`src/rtl/axioma_int_ctrl.sv`:
```
// Fixed-priority interrupt controller: arbitrates qualified peripheral flags,
// presents one vector over a req/ack handshake and tracks service until RETI.
module axioma_int_ctrl #(
  parameter int                N_SRC    = 25,
  parameter int                VEC_W    = 5,
  parameter logic [N_SRC-1:0]  AUTO_CLR = {N_SRC{1'b1}}
) (
  input  logic             clk_ext,
  input  logic             reset_ext_n,
  input  logic [N_SRC-1:0] int_flag,
  input  logic [N_SRC-1:0] int_enable,
  input  logic             global_ie,
  input  logic             irq_ack,
  input  logic             reti,
  output logic             irq_req,
  output logic [VEC_W-1:0] irq_vector,
  output logic [N_SRC-1:0] flag_clr,
  output logic             in_service,
  output logic             wake,
  output logic [1:0]       dbg_state
);

  // Handshake: irq_req/irq_vector stay stable until irq_ack is sampled high
  // in REQ or the selected source loses qualification; ack wins a tie.
  typedef enum logic [1:0] {S_IDLE, S_REQ, S_SERVICE, S_HOLDOFF} state_t;

  state_t           state, next_state;
  logic [VEC_W-1:0] sel, sel_d, winner, vector_d;
  logic [N_SRC-1:0] qual, sel_onehot, clr_d;
  logic             any_qual, sel_qual, req_d, srv_d;

  assign qual      = int_flag & int_enable & {N_SRC{global_ie}};
  assign any_qual  = |qual;
  assign sel_qual  = |(qual & sel_onehot);
  assign dbg_state = state;

  // Lowest qualified index wins; the downward scan leaves the lowest one last.
  always_comb begin
    winner = '0;
    for (int i = N_SRC - 1; i >= 0; i--) begin
      if (qual[i]) winner = VEC_W'(i);
    end
  end

  always_comb begin
    sel_onehot = '0;
    for (int i = 0; i < N_SRC; i++) begin
      sel_onehot[i] = (sel == VEC_W'(i));
    end
  end

  always_ff @(posedge clk_ext or negedge reset_ext_n) begin
    if (!reset_ext_n) begin
      state      <= S_IDLE;
      sel        <= '0;
      irq_req    <= 1'b0;
      irq_vector <= '0;
      flag_clr   <= '0;
      in_service <= 1'b0;
      wake       <= 1'b0;
    end else begin
      state      <= next_state;
      sel        <= sel_d;
      irq_req    <= req_d;
      irq_vector <= vector_d;
      flag_clr   <= clr_d;
      in_service <= srv_d;
      wake       <= |(int_flag & int_enable);
    end
  end

  always_comb begin
    next_state = state;
    case (state)
      S_IDLE:    if (any_qual) next_state = S_REQ;
      S_REQ: begin
        if (irq_ack)        next_state = S_SERVICE;
        else if (!sel_qual) next_state = S_IDLE;
      end
      S_SERVICE: if (reti) next_state = S_HOLDOFF;
      S_HOLDOFF: next_state = S_IDLE;
      default:   next_state = S_IDLE;
    endcase
  end

  // Outputs are computed from the next state so they can be registered.
  always_comb begin
    req_d    = (next_state == S_REQ);
    srv_d    = (next_state == S_SERVICE);
    clr_d    = '0;
    sel_d    = sel;
    vector_d = irq_vector;
    if (state == S_REQ && irq_ack) clr_d = sel_onehot & AUTO_CLR;
    if (state == S_IDLE && any_qual) begin
      sel_d    = winner;
      vector_d = winner + VEC_W'(1);
    end
  end

endmodule

```
`config.mk`:
```
export PLATFORM = sky130hd
export DESIGN_NAME = axioma_int_ctrl
export DESIGN_NICKNAME = d
export VERILOG_FILES = /design/src/rtl/axioma_int_ctrl.sv
export SDC_FILE = /design/constraint.sdc
export NUM_CORES = 1
export LEC_CHECK = 0
export ABC_AREA = 1
export ABC_CLOCK_PERIOD_IN_PS = 4300
export BUFFER_PORTS_ARGS = -buffer_cell sky130_fd_sc_hd__clkbuf_2
export CAP_MARGIN = 20
export CORE_AREA = 2 2 79 89
export CTS_BUF_LIST = sky130_fd_sc_hd__clkbuf_16
export DETAILED_ROUTE_END_ITERATION = 16
export DIE_AREA = 0 0 81 91
export GPL_ROUTABILITY_DRIVEN = 0
export PLACE_DENSITY = 0.65
export SYNTH_ARGS = -nofsm -noshare
export SYNTH_HDL_FRONTEND = slang
export SYNTH_SLANG_ARGS = --single-unit
```
`constraint.sdc`:
```
create_clock -name clk_ext -period 4.3 [get_ports clk_ext]
set_clock_uncertainty 0.05 [all_clocks]
set_input_delay 1.29 -clock clk_ext [delete_from_list [all_inputs] [get_ports clk_ext]]
set_output_delay 1.29 -clock clk_ext [all_outputs]
set_load 0.05 [all_outputs]
```
==> flow_summary.yaml, run 1 <==
layout:
  nets: 505
  drive_gt1_share_pct: 28.73
  fillCellCount: 680
  num_antenna_cells: 0
  final_common_cell: "clkbuf_2"
  final_cell_mix: "89 x clkbuf_2, 78 x inv_1, 70 x nand2_1"
  synthToLayoutAreaGrowth_pct: 25.63
  final_cell_area_sq_um: 3171
sta:
  fmax_mhz: 290.4
  rsz0062_at_grt: "no"
  relSlewSlack_pct: 49.14
  fin_setup_tns_ps: 0
  worstMarginPinSlew_ps: 761.0
  timing.final.crit_share_pct: 80.08
  maxSlewViolCount: 0
  setup_viol: 0
  fin_crit_ps: 3443
  hold_viol_final: 0
global_route:
  grt_pass1_wl_um: 10400
  grt_max_degree: 41
  antenna_found_initial: 0
  first_global_vias: 2315
  overflow: 0
  grt_use_total_pct: 17.73
worst_setup_path:
  worstPathArrival_ps: 3590
  start_kind: "input pin"
  crit_path_max_fanout: 11
  worstPathRequired_ps: 4440
  endpoint_kind: "flip-flop"
  crit_type: "in2reg"
cts:
  ctsHoldBuffers: 0
  clkSlewWorstSetupHoldPaths_ps: 50
  tritoncts: "built"
  h-tree-depth: 2
  post_cts_buffers: 0
  clock_path_buffers: 2
  cts_buffers: 5
  clkLatencyLatePin_ps: 280
  cts.repair.resized: 0
  cts-root-buf: "clkbuf_16"
  clock-sinks: 40
detailed_routing:
  first_iter_violations: 135
  wl_per_cell_um: 11.50
  ant_nets: 0
  totalWireLength_um: 6105
  via_per_inst: 4.719
  dr_total_vias: 2506
  dr.pass1.iters: 4
  drc: 0
synthesis:
  seq_area_frac_synth_pct: 39.66
  synth_seq_cells: 40
  syn_area_sq_um: 2524
  syn_inst: 358
  synthesis.nets: 414
  yosysWarnings: 0
  syn_area_per_cell_sq_um: 7.049
  ys_types: 33
flow_run:
  max_cap_violations: 0
placement:
  io_buffers: 89
  hpwl_um: 5105
  postPlaceCellArea_sq_um: 3018
power:
  leakagePower_nw: 1.791
  powerDensity_nw_per_um2: 488.3
  ir_drop_v: 0.0002318
die:
  die_w_um: 81
  start_util_pct: 39.20
  dieArea_sq_um: 7371
  rows: 31
  die_h_um: 91
  ioPinCount: 90
  core_area_sq_um: 6439
outcome:
  status: "finished, final reports clean"
min_path:
  min_path_type: "reg2reg"
final timing paths:
| kind | start | endpoint | slack, ps | cells after the start |
|---|---|---|---|---|
| hold reg to reg | irq_vector[1] | irq_vector[1] | 450 | 2 |
| setup reg to reg | sel[0] | irq_req | 2260 | 12 |
| hold / removal | irq_vector[1] | irq_vector[1] | 450 | 2 |
| max in group asynchronous | reset_ext_n | dbg_state[0] | 3070 | 2 |
| setup / recovery | global_ie | irq_vector[4] | 860 | 28 |
| min in group asynchronous | reset_ext_n | flag_clr[12] | 750 | 1 |
synth_stat cells (all sizes together):
cell	count	area share (%)
a21oi	5	1.4
a22o	1	0.35
a22oi	1	0.30
a31oi	1	0.25
buf	4	2.0
clkbuf	3	0.45
dfrtp	40	40
ha	1	0.50
inv	91	14
nand2	74	11
nand3	15	3.6
nand4	3	0.74
nor2	53	8.8
nor3	21	5.9
nor4	8	2.0
o2111ai	1	0.35
o21ai	13	2.9
o21bai	1	0.30
o221ai	1	0.35
o22ai	20	5.0
xor2	1	0.35
worst max-delay path, stage by stage:
cell and delay (ps):
clkbuf_2 220, inv_1 200, nor2_2 180, nand2_1 60
nand2_1 50, nand2_1 40, nand2_1 50, nand2_1 50
nand2_1 50, nand2_1 40, nand2_1 50, nand2_1 40
nand2_1 50, nand2_1 40, nand2_1 50, nand2_1 50
nand2_1 50, nand2_1 40, nand2_1 50, nand2_1 40
nand2_1 50, nand2_1 40, nand2_1 60, nand2_2 70
a21oi_4 160, ha_1 210, nand4_1 130, o221ai_1 170
routing by layer:
layer / up-vias / routed length, um / track usage [%]
met2: 83 / 2842 / 28.51
met4: 0 / 100 / 6.356
li1: 1301 / - / -
met5: - / 0 / 0
met3: 7 / 343 / 1.889
met1: 1115 / 2818 / 24.46
kinds of logic after synthesis:
kind of cell             Yosys count  share of synthesized area (%)
AO/OA/AOI/OAI                     44                          11.16
XOR/XNOR                           1                         0.3471
adder cells (fa/ha/maj)            1                         0.4957
buffers and inverters             98                          15.96
flip-flops                        40                          39.66
AND/OR/NAND/NOR                  174                          32.38
through the flow:
stage	hold WS, ps	power, mW	utilization [%]	instances	setup slack [ps]
3_3_place_gp	423.3	1.203	46.87	523	687.1
2_1_floorplan	449.6	1.064	-	358	1182
5_1_grt	477.5	1.654	49.24	531	497.9
6_report	449.4	1.548	49.24	531	856.6
3_5_place_dp	431.1	1.214	46.87	523	558.7
4_1_cts	446.0	1.553	48.93	530	843.2
power by group:
part           switching, mW  internal [mW]  total [mW]
Sequential            0.0567          0.448       0.505
Clock                  0.129          0.207       0.336
Combinational          0.527          0.181       0.708
state kept, by name, indices dropped and copies added (netlist names):
name	count
sel	5
in_service	1
irq_vector	5
irq_req	1
flag_clr	25
dbg_state	2
wake	1
cell type report:
class                      count  area, sq um  area share (%)
clock buffer                   5        125.1           3.946
clock inverter                 2        7.507          0.2368
timing repair buffer          91        473.0           14.92
tap                           82        102.6           3.236
inverter                      91        341.6           10.77
sequential                    40         1001           31.57
multi-input combinational    220         1120           35.32
Note: power is estimated with default switching activity, not from simulation.
==> run 2, diff against run 1 <==
==> config.mk (replaced) <==
export PLATFORM = sky130hd
export DESIGN_NAME = axioma_int_ctrl
export DESIGN_NICKNAME = d
export VERILOG_FILES = /design/src/rtl/axioma_int_ctrl.sv
export SDC_FILE = /design/constraint.sdc
export NUM_CORES = 1
export LEC_CHECK = 0
export ABC_AREA = 0
export ABC_CLOCK_PERIOD_IN_PS = 3400
export BUFFER_PORTS_ARGS = -buffer_cell sky130_fd_sc_hd__clkbuf_2
export CAP_MARGIN = 20
export CORE_AREA = 2 2 75 85
export CTS_BUF_LIST = sky130_fd_sc_hd__clkbuf_16
export DETAILED_ROUTE_END_ITERATION = 16
export DIE_AREA = 0 0 77 87
export GPL_ROUTABILITY_DRIVEN = 0
export PLACE_DENSITY = 0.66
export SYNTH_ARGS = -nofsm -noshare
export SYNTH_HDL_FRONTEND = slang
export SYNTH_SLANG_ARGS = --single-unit
==> constraint.sdc (replaced) <==
create_clock -name clk_ext -period 3.4 [get_ports clk_ext]
set_clock_uncertainty 0.05 [all_clocks]
set_input_delay 1.02 -clock clk_ext [delete_from_list [all_inputs] [get_ports clk_ext]]
set_output_delay 1.02 -clock clk_ext [all_outputs]
set_load 0.05 [all_outputs]
==> run 2 against run 1 <==
Effect of this change:
- cell count fell by 20%
- sequential share of layout area rose by 2.3 points
- core utilization increased by 0.55 points
- critical endpoint is now irq_vector[3]
- largest power group unchanged
- highest routed layer unchanged
==> flow_summary.yaml, run 2 <==
cts:
  clock-sinks: 40
  cts.repair.resized: 0
  clock_path_buffers: 2
  cts-root-buf: "clkbuf_16"
  ctsHoldBuffers: 0
  clkSlewWorstSetupHoldPaths_ps: 60
  cts_buffers: 5
  clkLatencyLatePin_ps: 280
  h-tree-depth: 2
  tritoncts: "built"
  post_cts_buffers: 0
synthesis:
  syn_area_per_cell_sq_um: 8.901
  yosysWarnings: 0
  yosys_most_used_dff: "dfrtp_1"
  synth_top_area_share_pct: 44.10
  yosys-top-cells-area: "dfrtp_1 44%, nand2_1 6.6%, nor2_1 4.5%"
  synth-edff-count: 0
  yosysTopAreaCell: "dfrtp_1"
  synth_seq_cells: 40
  seq_area_frac_synth_pct: 44.10
  ys_types: 58
  synthesis.nets: 311
  synth_common_cells: "40 x dfrtp_1, 40 x nand2_1, 27 x nor2_1"
  ys_async_sr_fraction_pct: 100.0
  syn_area_sq_um: 2270
  syn_inst: 255
detailed_routing:
  wl_per_cell_um: 14.89
  ant_nets: 0
  via_per_inst: 5.409
  drc: 0
  dr.pass1.iters: 5
  dr_total_vias: 2288
  first_iter_violations: 114
  totalWireLength_um: 6298
worst_setup_path:
  endpoint_kind: "flip-flop"
  crit_path_max_fanout: 4
  worstPathCellList: "clkbuf_2 -> a22o_1 -> a211oi_2 -> o211ai_2 -> a31oi_4 -> or3b_1 -> or3_1 -> nand3_1"
  crit_buf_inv: 1
  critPathMaxStageDelay_ps: 390
  crit_type: "in2reg"
  worstPathRequired_ps: 3560
  worstPathArrival_ps: 2900
  start_kind: "input pin"
  cp_slowest_cell: "or3b_1"
  cp_top_family: "compound AO/OA/AOI/OAI gates"
power:
  p_int_mw: 1.199
  leakagePower_nw: 1.430
  power_switching_share_pct: 42.74
  combPwrFrac_pct: 40.5
  power_mw: 2.095
  pwr-share-seq_pct: 35.1
  p_clk_share_pct: 24.4
  ir_drop_v: 0.0003448
  powerDensity_nw_per_um2: 709.4
  p_switching_mw: 0.8953
sta:
  relSlewSlack_pct: 37.66
  maxSlewViolCount: 0
  fmax_mhz: 365.6
  timing.final.crit_share_pct: 80.44
  timing.final.ws_setup_ps: 664.9
  rsz0062_at_grt: "no"
  fin_crit_ps: 2735
  worst_hold_slack_ps: 444.5
  setup_viol: 0
  worstMarginPinSlew_ps: 935.1
  fin_setup_tns_ps: 0
  hold_viol_final: 0
layout:
  largest_register_ffs: 25
  final_cell_area_sq_um: 2953
  final_common_cell: "clkbuf_2"
  final_cell_mix: "89 x clkbuf_2, 40 x nand2_1, 40 x dfrtp_1"
  num_antenna_cells: 0
  top_regs: "flag_clr (25), irq_vector (5), sel (5)"
  drive_gt1_share_pct: 32.36
  finalNonFillerCells: 423
  largest-register: "flag_clr"
  nets: 398
  synthToLayoutAreaGrowth_pct: 30.10
  utilization_pct: 49.79
die:
  die_h_um: 87
  ioPinCount: 90
  die_w_um: 77
  rows: 30
  core_area_sq_um: 5931
  start_util_pct: 38.27
  dieArea_sq_um: 6699
placement:
  post-place-ws_ps: 395.4
  dp_cells: 415
  io_buffers: 89
  hpwl_um: 4915
  postPlaceCellArea_sq_um: 2790
global_route:
  grt_max_degree: 41
  overflow: 0
  antenna_found_initial: 0
  grt_use_total_pct: 19.41
  grt_pass1_wl_um: 10430
  first_global_vias: 2176
outcome:
  status: "finished, final reports clean"
flow_run:
  max_cap_violations: 0
min_path:
  min_path_type: "reg2reg"
-- run 2: cell types whose count changed after synthesis, moves of 5 or more --
cell / before / now
nor4_1: 8 / 0
clkbuf_1: 3 / 9
nand3b_1: 0 / 5
and2_1: 0 / 5
nand4_1: 3 / 8
nor3_1: 15 / 10
inv_2: 13 / 1
nand2_1: 70 / 40
o22ai_1: 20 / 4
inv_1: 78 / 6
nand2b_1: 0 / 5
nor2_1: 49 / 27
-- run 2: final timing paths --
check	from	endpoint	slack (ps)	depth (start not counted)
setup / recovery	int_flag[17]	irq_vector[3]	660	8
max in group asynchronous	reset_ext_n	flag_clr[4]	1890	1
min in group asynchronous	reset_ext_n	flag_clr[14]	830	1
hold reg to reg	irq_vector[1]	irq_vector[1]	440	1
hold / removal	irq_vector[1]	irq_vector[1]	440	1
setup reg to reg	sel[4]	dbg_state[0]	1090	7
-- run 2: final cells by class --
type	instances	area [sq um]
Inverter	7	26.28
Fill cell	587	2978
Sequential cell	40	1001
Multi-Input combinational cell	196	1195
Tap cell	80	100.1
Timing Repair Buffer	92	467.9
Clock inverter	3	37.54
Clock buffer	5	125.1
-- run 2: routing by layer --
| metal | GRT usage, % | up-vias | share of wire [%] |
|---|---|---|---|
| met5 | 0 | - | 0 |
| met4 | 5.682 | 0 | 1.2 |
| met3 | 4.253 | 8 | 6.0 |
| met2 | 32.54 | 100 | 49 |
| li1 | - | 1124 | - |
| met1 | 25.38 | 1056 | 44 |
-- run 2: kinds of logic (layout without fill, tap and decap cells) --
family,after synthesis,after routing,share of synthesized area [%]
simple gates,128,128,27.84
compound gates,63,63,22.38
flops,40,40,44.10
buf+inv,19,107,3.252
mux,3,3,1.488
fa+ha+maj,1,1,0.5512
xor+xnor,1,1,0.3860
-- run 2: power by group through the flow --
stage,Sequential [mW],Combinational [mW],Clock [mW]
CTS,0.726,0.853,0.521
detailed placement,0.735,0.847,0
global placement,0.736,0.842,0
floorplan,0.861,0.472,0
global route,0.749,0.926,0.554
finish,0.734,0.848,0.512
